**config.mk**
```make
export PLATFORM = sky130hd
export DESIGN_NAME = adc_xy_fb_scale
export DESIGN_NICKNAME = d
export VERILOG_FILES = /design/src/rtl/adc_xy_fb_scale.sv
export SDC_FILE = /design/constraint.sdc
export NUM_CORES = 1
export LEC_CHECK = 0
export BUFFER_PORTS_ARGS = -buffer_cell sky130_fd_sc_hd__buf_4
export CORE_ASPECT_RATIO = 1.1
export CORE_MARGIN = 2
export CORE_UTILIZATION = 40
export CTS_CLUSTER_DIAMETER = 100
export CTS_CLUSTER_SIZE = 20
export DETAILED_ROUTE_END_ITERATION = 6
export SYNTH_ARGS = -nofsm -noshare
export SYNTH_HDL_FRONTEND = slang
export SYNTH_SLANG_ARGS = --single-unit
```
**constraint.sdc**
```tcl
create_clock -name clk -period 5.1 [get_ports clk]
set_input_delay 0.51 -clock clk [delete_from_list [all_inputs] [get_ports clk]]
set_output_delay 0.51 -clock clk [all_outputs]
set_load 0.1 [all_outputs]
```
**src/rtl/adc_xy_fb_scale.sv**
```systemverilog
// ADC XY code to framebuffer coordinate stage: scale/clamp/optional Y flip in S1,
// output register with optional duplicate-point suppression in S2.
module adc_xy_fb_scale #(
   parameter  int ADC_DATA_BITS = 10,
   parameter  int H_VISIBLE     = 640,
   parameter  int V_VISIBLE     = 480,
   parameter  int INVERT_Y      = 1,
   parameter  int DEDUP         = 1,
   parameter  int CNT_BITS      = 16,
   localparam int FB_X_BITS     = $clog2(H_VISIBLE),
   localparam int FB_Y_BITS     = $clog2(V_VISIBLE)
) (
   input  logic                     clk,
   input  logic                     reset_n,
   input  logic                     s_valid,
   output logic                     s_ready,
   input  logic [ADC_DATA_BITS-1:0] s_x,
   input  logic [ADC_DATA_BITS-1:0] s_y,
   input  logic                     frame_start,
   output logic                     m_valid,
   input  logic                     m_ready,
   output logic [FB_X_BITS-1:0]     m_x,
   output logic [FB_Y_BITS-1:0]     m_y,
   output logic [CNT_BITS-1:0]      drop_count
);

   localparam int SC_BITS = (FB_X_BITS > FB_Y_BITS) ? FB_X_BITS : FB_Y_BITS;
   localparam int PW      = ADC_DATA_BITS + SC_BITS + 1;

   logic [PW-1:0]        w_prod_x, w_prod_y;
   logic [PW-1:0]        w_sx_full, w_sy_full;
   logic [FB_X_BITS-1:0] w_sx;
   logic [FB_Y_BITS-1:0] w_sy_clamp, w_sy;
   logic                 w_out_free, w_adv, w_accept, w_match, w_dup, w_load;

   logic                 r_s1_valid;
   logic [FB_X_BITS-1:0] r_s1_x;
   logic [FB_Y_BITS-1:0] r_s1_y;
   logic                 r_m_valid;
   logic [FB_X_BITS-1:0] r_m_x;
   logic [FB_Y_BITS-1:0] r_m_y;
   logic                 r_last_valid;
   logic [CNT_BITS-1:0]  r_drop_cnt;

   assign w_prod_x  = PW'(s_x) * PW'(H_VISIBLE);
   assign w_prod_y  = PW'(s_y) * PW'(V_VISIBLE);
   assign w_sx_full = w_prod_x >> ADC_DATA_BITS;
   assign w_sy_full = w_prod_y >> ADC_DATA_BITS;

   always_comb begin
      w_sx       = (w_sx_full > PW'(H_VISIBLE - 1)) ? FB_X_BITS'(H_VISIBLE - 1)
                                                    : w_sx_full[FB_X_BITS-1:0];
      w_sy_clamp = (w_sy_full > PW'(V_VISIBLE - 1)) ? FB_Y_BITS'(V_VISIBLE - 1)
                                                    : w_sy_full[FB_Y_BITS-1:0];
      w_sy       = (INVERT_Y != 0) ? FB_Y_BITS'(V_VISIBLE - 1) - w_sy_clamp : w_sy_clamp;
   end

   assign w_out_free = ~r_m_valid | m_ready;
   assign w_adv      = r_s1_valid & w_out_free;
   assign s_ready    = ~r_s1_valid | w_out_free;
   assign w_accept   = s_valid & s_ready;

   // The output register always holds the last emitted point, so it doubles as
   // the dedup memory; r_last_valid says whether that memory is meaningful.
   assign w_match = (r_s1_x == r_m_x) && (r_s1_y == r_m_y);
   assign w_dup   = (DEDUP != 0) && r_last_valid && !frame_start && w_match;
   assign w_load  = w_adv & ~w_dup;

   always_ff @(posedge clk or negedge reset_n) begin
      if (!reset_n) begin
         r_s1_valid   <= 1'b0;
         r_s1_x       <= '0;
         r_s1_y       <= '0;
         r_m_valid    <= 1'b0;
         r_m_x        <= '0;
         r_m_y        <= '0;
         r_last_valid <= 1'b0;
         r_drop_cnt   <= '0;
      end else begin
         if (w_accept) begin
            r_s1_valid <= 1'b1;
            r_s1_x     <= w_sx;
            r_s1_y     <= w_sy;
         end else if (w_adv) begin
            r_s1_valid <= 1'b0;
         end

         if (w_load) begin
            r_m_valid <= 1'b1;
            r_m_x     <= r_s1_x;
            r_m_y     <= r_s1_y;
         end else if (m_ready) begin
            r_m_valid <= 1'b0;
         end

         if (w_load) begin
            r_last_valid <= 1'b1;
         end else if (frame_start) begin
            r_last_valid <= 1'b0;
         end

         if (w_adv && w_dup && (r_drop_cnt != '1)) begin
            r_drop_cnt <= r_drop_cnt + 1'b1;
         end
      end
   end

   assign m_valid    = r_m_valid;
   assign m_x        = r_m_x;
   assign m_y        = r_m_y;
   assign drop_count = r_drop_cnt;

endmodule
```
==> flow_metrics.tcl, run 1 <==
set metrics [dict create \
    status "finished clean" \
    finalNetCount 508 \
    yosysTopAreaCell "dfrtp_1" \
    worstPathMaxFanout 4 \
    synth_seq_area_share_pct 36.89 \
    power_density_nw_per_um2 529.2 \
    critPathSlowestCell "fa_1" \
    drt-met1-wl_mm 3.558 \
    fmax_ghz 0.2635 \
    fillers 879 \
    netlist_top_cells_area "dfrtp_1 37%, ha_1 11%, fa_1 8.8%, xnor2_1 8.4%, mux2_2 5.8%" \
    worstReg2RegEnd "drop_count[13]" \
    grt_pass1_wl_mm 12.94 \
    setup_viol_count_final 0 \
    yosys_warnings 0 \
    hold_slack_ps 226.3 \
    dp_hpwl_mm 5.993 \
    synthArstFlopShare_pct 100.0 \
    synth_edf_count 0 \
    worstRegToRegCells 7 \
    row_count 37 \
    cts_buffers 9 \
    cts-root-buf "clkbuf_8" \
    vdd_drop_max_mv 0.5266 \
    slew_headroom_pct 31.69 \
    synthToLayoutAreaGrowth_pct 22.04 \
    route.detailed.drc 0 \
    top_layer_used "met4" \
    place_congestion 0.7821 \
    core_area_um2 9398 \
    multi_input_area_um2 2283 \
    postCtsHoldBufs 0 \
    htreeDepth 3 \
    critPathCaptureType "flop" \
    r2r-start "r_s1_y[1]" \
    die_w_um 97.74 \
    synth_top_area_share_pct 36.89 \
    wire_per_inst_um 13.79 \
    cp.arrival_ps 4040 \
    reg2reg_slack_ps 2810 \
    cts_resized 0 \
    wl_met3_um 304 \
    ys.flop_type "dfrtp_1" \
    syn_nets 440 \
    path_class "in -> reg" \
    maxCapViolCount 0 \
    fin_crit_ps 3795 \
    cp-start-kind "input port" \
    cts_num_sinks 57 \
    synth.most_common_cell "dfrtp_1" \
    groute.usage.overall_pct 15.47 \
    max_stage_delay_ps 510 \
    cts_setup_buffers 0 \
    grt_start_max_net_pins 58 \
    antenna_cells 0 \
    cp-endpoint "r_s1_y[7]" \
    final_cells 554 \
    rsz0062_at_grt "false" \
    ys_types 47 \
    p_leak_uw 0.002294 \
    mappedNetlistArea_um2 3866 \
    drtAntennaViolNets 0 \
    slew_viol_final 0 \
    io_pins 62 \
    cp.required_ps 5350 \
    regArea_um2 1426 \
    io_buffers 61 \
    grt_pass1_vias 2800 \
    routed_wirelength_mm 7.642 \
    worstMarginPinSlew_ps 1025 \
    hold_class "in -> async" \
    crit_chain "buf_4 > inv_1 > fa_1 > fa_1 > inv_1 > ha_1 > and3_1 > o2bb2ai_2 > o31a_1 > a311oi_2 > xnor2_1 > a31oi_1 > ha_1 > xor2_1 > o21ai_0" \
    drt_iter0_markers 56 \
    antenna_found_initial 0 \
    clock_latency_ps 340 \
    synth_cells 364 \
    syn_avg_cell_area_um2 10.62 \
    cts_buffer_depth 2 \
    initial_core_util_pct 41.14 \
    vias 2757 \
    synth-seq-cells 57 \
    die_y_um 107.1 \
    cts.clk_slew.worst_paths_ps 70 \
    synth_commonest_cells "57 x dfrtp_1, 37 x xnor2_1, 35 x nand2_1" \
    die_area_um2 10470 \
    grt.overflow.total 0 \
    met2_length_mm 3.687 \
    tns_ps 0 \
    skew_ps 12.66 \
    dr.pass1.iters 4 \
    finalCritPeriodShare_pct 74.42 \
    viasPerCell 4.977 \
    cts_tree "done" \
    hold_viol 0 \
    startpoint "s_y[4]" \
    dpl.cell_count 538 \
    drive_gt1_share_pct 25.63 \
]
==> kinds of logic (layout without fill, tap and decap cells) <==
family / Yosys count / in the layout / share of synthesized area (%)
adder cells (fa/ha/maj): 51 / 51 / 19.81
XOR/XNOR: 48 / 48 / 11.07
AO/OA/AOI/OAI: 53 / 53 / 9.806
buffers and inverters: 38 / 111 / 4.045
flip-flops: 57 / 57 / 36.89
multiplexers: 20 / 20 / 5.825
AND/OR/NAND/NOR: 97 / 97 / 12.56
==> placed cells by master, fill, tap and decap left out, drive strengths merged, types with 12 or more instances in the layout <==
cell / n
buf: 61
dfrtp: 57
xnor2: 38
nand2: 35
inv: 34
ha: 34
mux2: 20
fa: 17
o21ai: 15
nor2: 13
nand3: 12
==> power breakdown <==
| group | internal [uW] | switching [uW] |
|---|---|---|
| Clock | 400 | 182 |
| Sequential | 572 | 115 |
| Combinational | 405 | 822 |
==> layer usage <==
| layer | vias up | track usage [%] |
|---|---|---|
| met5 | - | 0 |
| li1 | 1377 | - |
| met4 | 0 | 4.663 |
| met1 | 1324 | 20.16 |
| met2 | 47 | 24.98 |
| met3 | 9 | 4.628 |
==> stage by stage <==
stage,utilization (%),worst slack [ps],power [uW],instance area [um^2]
final,50.21,1305,2497,4718
after global routing,50.21,1126,2639,4718
after CTS,50.21,1280,2526,4718
after detailed placement,47.26,902.1,1936,4442
after global placement,47.26,1092,1912,4442
after floorplan,-,1337,1661,3866
==> worst max-delay path, delay by kind of cell <==
| kind | cells | cell delay [ps] |
|---|---|---|
| simple gates | 1 | 210 |
| fa+ha+maj | 4 | 1580 |
| buf+inv | 3 | 320 |
| compound gates | 5 | 1040 |
| xor+xnor | 2 | 350 |
==> sequential cells by signal, indices dropped and copies added, names as in the netlist <==
signal        flops
r_s1_y            9
drop_count       16
m_x              10
r_s1_valid        1
r_s1_x           10
m_y               9
m_valid           1
r_last_valid      1
==> worst min-delay path by stage <==
stage / to / slack (ps) / depth (start not counted)
2_1_floorplan: drop_count[0] / 210 / 0
3_3_place_gp: drop_count[7] / 480 / 1
3_5_place_dp: r_last_valid / 490 / 2
4_1_cts: drop_count[15] / 240 / 1
5_1_grt: drop_count[3] / 270 / 1
6_report: drop_count[0] / 230 / 1
==> final cells by class <==
| class | count | share of cell area [%] |
|---|---|---|
| inverter | 34 | 2.705 |
| multi-input combinational | 269 | 48.40 |
| timing repair buffer | 61 | 9.706 |
| sequential | 57 | 30.23 |
| tap | 117 | 3.103 |
| clock inverter | 5 | 2.652 |
| clock buffer | 11 | 3.209 |
Power figures use the tool's default switching activity.
==> run 2: changes to the inputs <==
clock period = 3.3 ns   (was 5.1 ns; I/O delays follow)
==> flow_metrics.tcl, run 2 (same netlist as run 1, synthesis figures left out) <==
set metrics [dict create \
    dpl.cell_count 579 \
    grt_pass1_wl_mm 13.43 \
    io_buffers 61 \
    cts_buffers 9 \
    fmax_ghz 0.3135 \
    worstReg2RegEnd "drop_count[7]" \
    core_area_um2 9398 \
    final_util_pct 53.96 \
    cts-root-buf "clkbuf_8" \
    cts_setup_buffers 0 \
    worstRegToRegCells 7 \
    drt_iter0_markers 68 \
    p_leak_uw 0.002441 \
    grt_start_max_net_pins 58 \
    cts_num_sinks 57 \
    regArea_um2 1426 \
    die_w_um 97.74 \
    cts_buffer_depth 2 \
    worstPathMaxFanout 3 \
    die_area_um2 10470 \
    vdd_drop_max_mv 0.2992 \
    synthToLayoutAreaGrowth_pct 31.16 \
    fin_crit_ps 3190 \
    slew_headroom_pct 45.28 \
    route.detailed.drc 0 \
    power_density_nw_per_um2 764.6 \
    reg2reg_slack_ps 1000 \
    wire_per_inst_um 12.68 \
    vias 2915 \
    critPathCaptureType "flop" \
    row_count 37 \
    cp.required_ps 3480 \
    cp-start-kind "input port" \
    maxCapViolCount 0 \
    hold_class "in -> async" \
    grt.overflow.total 0 \
    die_y_um 107.1 \
    hold_viol 0 \
    dp_hpwl_mm 5.947 \
    initial_core_util_pct 41.14 \
    viasPerCell 4.907 \
    finalCritPeriodShare_pct 96.67 \
    grt_pass1_vias 2931 \
    htreeDepth 3 \
    hold_slack_ps 51.76 \
    place_congestion 0.8021 \
    setup_viol_count_final 0 \
    slew_viol_final 0 \
    antenna_cells 0 \
    cts_tree "done" \
    status "finished clean" \
    multi_input_area_um2 2376 \
    skew_ps 7.051 \
    tns_ps 0 \
    cts.clk_slew.worst_paths_ps 60 \
    finalNetCount 549 \
    drive_gt1_share_pct 35.22 \
    drtAntennaViolNets 0 \
    fillers 836 \
    dr.pass1.iters 4 \
    rsz0062_at_grt "true" \
    final_cells 594 \
    clock_latency_ps 330 \
    worstMarginPinSlew_ps 818.8 \
    postCtsHoldBufs 0 \
    antenna_found_initial 0 \
    r2r-start "m_y[7]" \
    routed_wirelength_mm 7.534 \
    io_pins 62 \
    cp.arrival_ps 3370 \
    layout_common_cells "102 x buf_4, 57 x dfrtp_1, 37 x xnor2_1" \
    mostFrequentLayoutCell "buf_4" \
    path_class "in -> reg" \
    largest_reg_flops 16 \
    groute.usage.overall_pct 15.81 \
]
-- run 2: changes by cell type in the layout (fill, tap and decap cells not counted), moves of 2 or more --
cell,previous run,this run
o21ai_1,4,6
ha_4,0,6
clkinvlp_4,0,4
o21ai_0,9,7
clkbuf_8,11,13
inv_1,34,28
ha_1,34,27
inv_2,0,2
buf_4,61,102
bufinv_16,4,1
-- run 2: how the worst max path moves through the flow --
stage / startpoint / endpoint / depth (start not counted)
after detailed placement: s_y[3] / r_s1_y[7] / 15
after global placement: s_y[3] / r_s1_y[7] / 15
after floorplan: s_y[5] / r_s1_y[7] / 14
after CTS: s_y[3] / r_s1_y[7] / 15
after global routing: s_y[3] / r_s1_y[7] / 15
final: s_y[3] / r_s1_y[7] / 15
-- run 2: routing by layer --
layer	global-route usage (%)	part of all wire, %	up-vias	wire length [um]
met1	20.16	46	1388	3471
met5	0	0	-	0
met4	8.135	1.6	0	123
met2	26.21	49	55	3683
met3	2.347	3.4	7	255
li1	-	-	1465	-
-- run 2: area by class of cell --
class / count / share of cell area (%)
Tap cell: 117 / 2.887
Clock buffer: 13 / 3.528
Multi-Input combinational cell: 269 / 46.85
Clock inverter: 2 / 0.6908
Sequential cell: 57 / 28.13
Inverter: 34 / 2.813
Timing Repair Buffer: 102 / 15.10
-- run 2: power breakdown --
group | internal [uW] | switching (uW) | leakage [uW]
combinational | 810 | 1310 | 0.00162
clock | 426 | 262 | 0.000112
sequential | 884 | 181 | 0.000710
total | 2120 | 1760 | 0.00244
-- run 2: what timing repair did --
item | in CTS | in global routing
endpoints found under the setup margin | 0 | 3
resized for setup | 0 | 9
endpoints found under the hold margin | 0 | 0
-- run 2: through the flow --
step	power, uW	instance area (um^2)	worst slack (ps)
4_1_cts	3867	5006	0.8855
5_1_grt	4124	5071	-53.97
2_1_floorplan	2588	3909	-83.30
6_report	3878	5071	109.9
3_3_place_gp	3137	4792	-291.7
3_5_place_dp	3165	4792	-351.9
-- run 2: critical path, cell delays in order --
cell        delay [ps]
buf_4              100
clkinvlp_4         110
fa_1               480
fa_1               510
inv_2               50
ha_4               220
and3_4             180
o2bb2ai_2          130
o31a_1             270
a311oi_2           270
xnor2_1            190
a31oi_2            140
ha_2               200
xor2_1             120
o21ai_1             70
==> run 3: changes to the inputs <==
CORE_UTILIZATION = 52   (was 40)
PLACE_DENSITY = 0.77   (was unset)
==> flow_metrics.tcl, run 3 (same netlist as run 1, synthesis figures left out) <==
set metrics [dict create \
    route.detailed.drc 0 \
    sw_frac_of_total_pct 45.71 \
    layout_common_cells "99 x buf_4, 57 x dfrtp_1, 37 x xnor2_1" \
    p_leak_uw 0.002432 \
    hold_viol 0 \
    dp_hpwl_mm 6.055 \
    tns_ps 0 \
    core_area_um2 7127 \
    dpl.cell_count 544 \
    grt.overflow.total 0 \
    die_area_um2 8142 \
    place_ws_ps -361.5 \
    worstRegToRegCells 7 \
    power_density_nw_per_um2 786.9 \
    clkPwrFrac_pct 18.2 \
    switchingPower_uw 1803 \
    fin_crit_ps 3227 \
    critPathCaptureType "flop" \
    cts_buffer_depth 2 \
    dr.pass1.iters 4 \
    cp.required_ps 3500 \
    viasPerCell 5.345 \
    row_count 32 \
    hold_class "in -> async" \
    placed_area_um2 4730 \
    fin_area_um2 5012 \
    fmax_ghz 0.3099 \
    io_pins 62 \
    grt_start_max_net_pins 58 \
    path_class "in -> reg" \
    hold_slack_ps 19.24 \
    final_cells 560 \
    cts.clk_slew.worst_paths_ps 60 \
    p_seq_share_pct 27.1 \
    cts-root-buf "clkbuf_8" \
    initial_core_util_pct 54.25 \
    grt_pass1_vias 3072 \
    worstPathMaxFanout 4 \
    slew_headroom_pct 42.49 \
    drive_gt1_share_pct 34.53 \
    drtAntennaViolNets 0 \
    antenna_found_initial 0 \
    r2r-start "m_y[1]" \
    die_w_um 86.22 \
    wire_per_inst_um 13.99 \
    clock_latency_ps 340 \
    internal-power_uw 2141 \
    cp-start-kind "input port" \
    cts_num_sinks 57 \
    io_buffers 61 \
    die_y_um 94.44 \
    skew_ps 6.867 \
    cts_buffers 9 \
    slew_viol_final 0 \
    setup_slack_ps 73.46 \
    cts_setup_buffers 0 \
    finalCritPeriodShare_pct 97.77 \
    combPwrFrac_pct 54.7 \
    mostFrequentLayoutCell "buf_4" \
    htreeDepth 3 \
    vdd_drop_max_mv 1.151 \
    place_congestion 0.8666 \
    grt_pass1_wl_mm 13.52 \
    worstReg2RegEnd "drop_count[13]" \
    drt_iter0_markers 122 \
    cp.arrival_ps 3420 \
    antenna_cells 0 \
    routed_wirelength_mm 7.834 \
    setup_viol_count_final 0 \
    reg2reg_slack_ps 910 \
    rsz0062_at_grt "true" \
    largest_reg_flops 16 \
    finalNetCount 546 \
    maxCapViolCount 0 \
    status "finished clean" \
    cts_tree "done" \
    synthToLayoutAreaGrowth_pct 29.64 \
    worstMarginPinSlew_ps 860.5 \
    groute.usage.overall_pct 20.98 \
    vias 2993 \
]
-- run 3: worst max-delay path by stage --
stage	cells after the start	start	slack [ps]	end
after floorplan	14	s_y[5]	-80	r_s1_y[7]
after global placement	15	s_y[3]	-280	r_s1_y[7]
after detailed placement	15	s_y[4]	-360	r_s1_y[7]
after CTS	15	s_y[3]	40	r_s1_y[7]
after global routing	16	s_y[6]	-80	r_s1_y[7]
final	15	s_y[4]	70	r_s1_y[7]
-- run 3: final cells by class --
type	count	area, um^2
Clock buffer	15	196.4
Multi-Input combinational cell	269	2367
Timing Repair Buffer	99	743.2
Clock inverter	1	30.03
Inverter	34	142.6
Tap cell	85	106.4
Sequential cell	57	1426
Fill cell	549	2115
-- run 3: power groups by stage --
stage               logic, uW  clock network (uW)  registers (uW)
floorplan                 832                   0            1760
global placement         2050                   0            1070
detailed placement       2090                   0            1080
CTS                      2120                 725            1070
global route             2310                 760            1090
finish                   2160                 718            1070
-- run 3: through the flow --
stage               utilization (%)  power [uW]
floorplan                         -        2588
global placement              66.36        3120
detailed placement            66.36        3173
CTS                           69.54        3914
global route                  70.33        4162
finish                        70.33        3944
-- run 3: what timing repair did --
item | CTS | global route
gates resized for setup | 0 | 10
setup endpoints to repair | 1 | 6
pin swaps | 1 | 3
hold buffers | 0 | 0
-- run 3: critical path, stage by stage --
cell and delay [ps]:
buf_4 90, clkinvlp_4 130, fa_1 480, fa_1 520, inv_2 50, ha_4 230
and3_4 190, o2bb2ai_4 120, o31a_1 280, a311oi_2 230, xnor2_1 120, a31oi_1 220
ha_2 210, xor2_1 140, o21ai_1 70
-- run 3: per-layer routing --
metal / track usage [%] / up-vias / share of wire [%]
met5: 0 / - / 0
met4: 4.688 / 0 / 1.0
met3: 5.332 / 8 / 4.0
met2: 36.89 / 70 / 51
met1: 26.11 / 1457 / 44
li1: - / 1458 / -
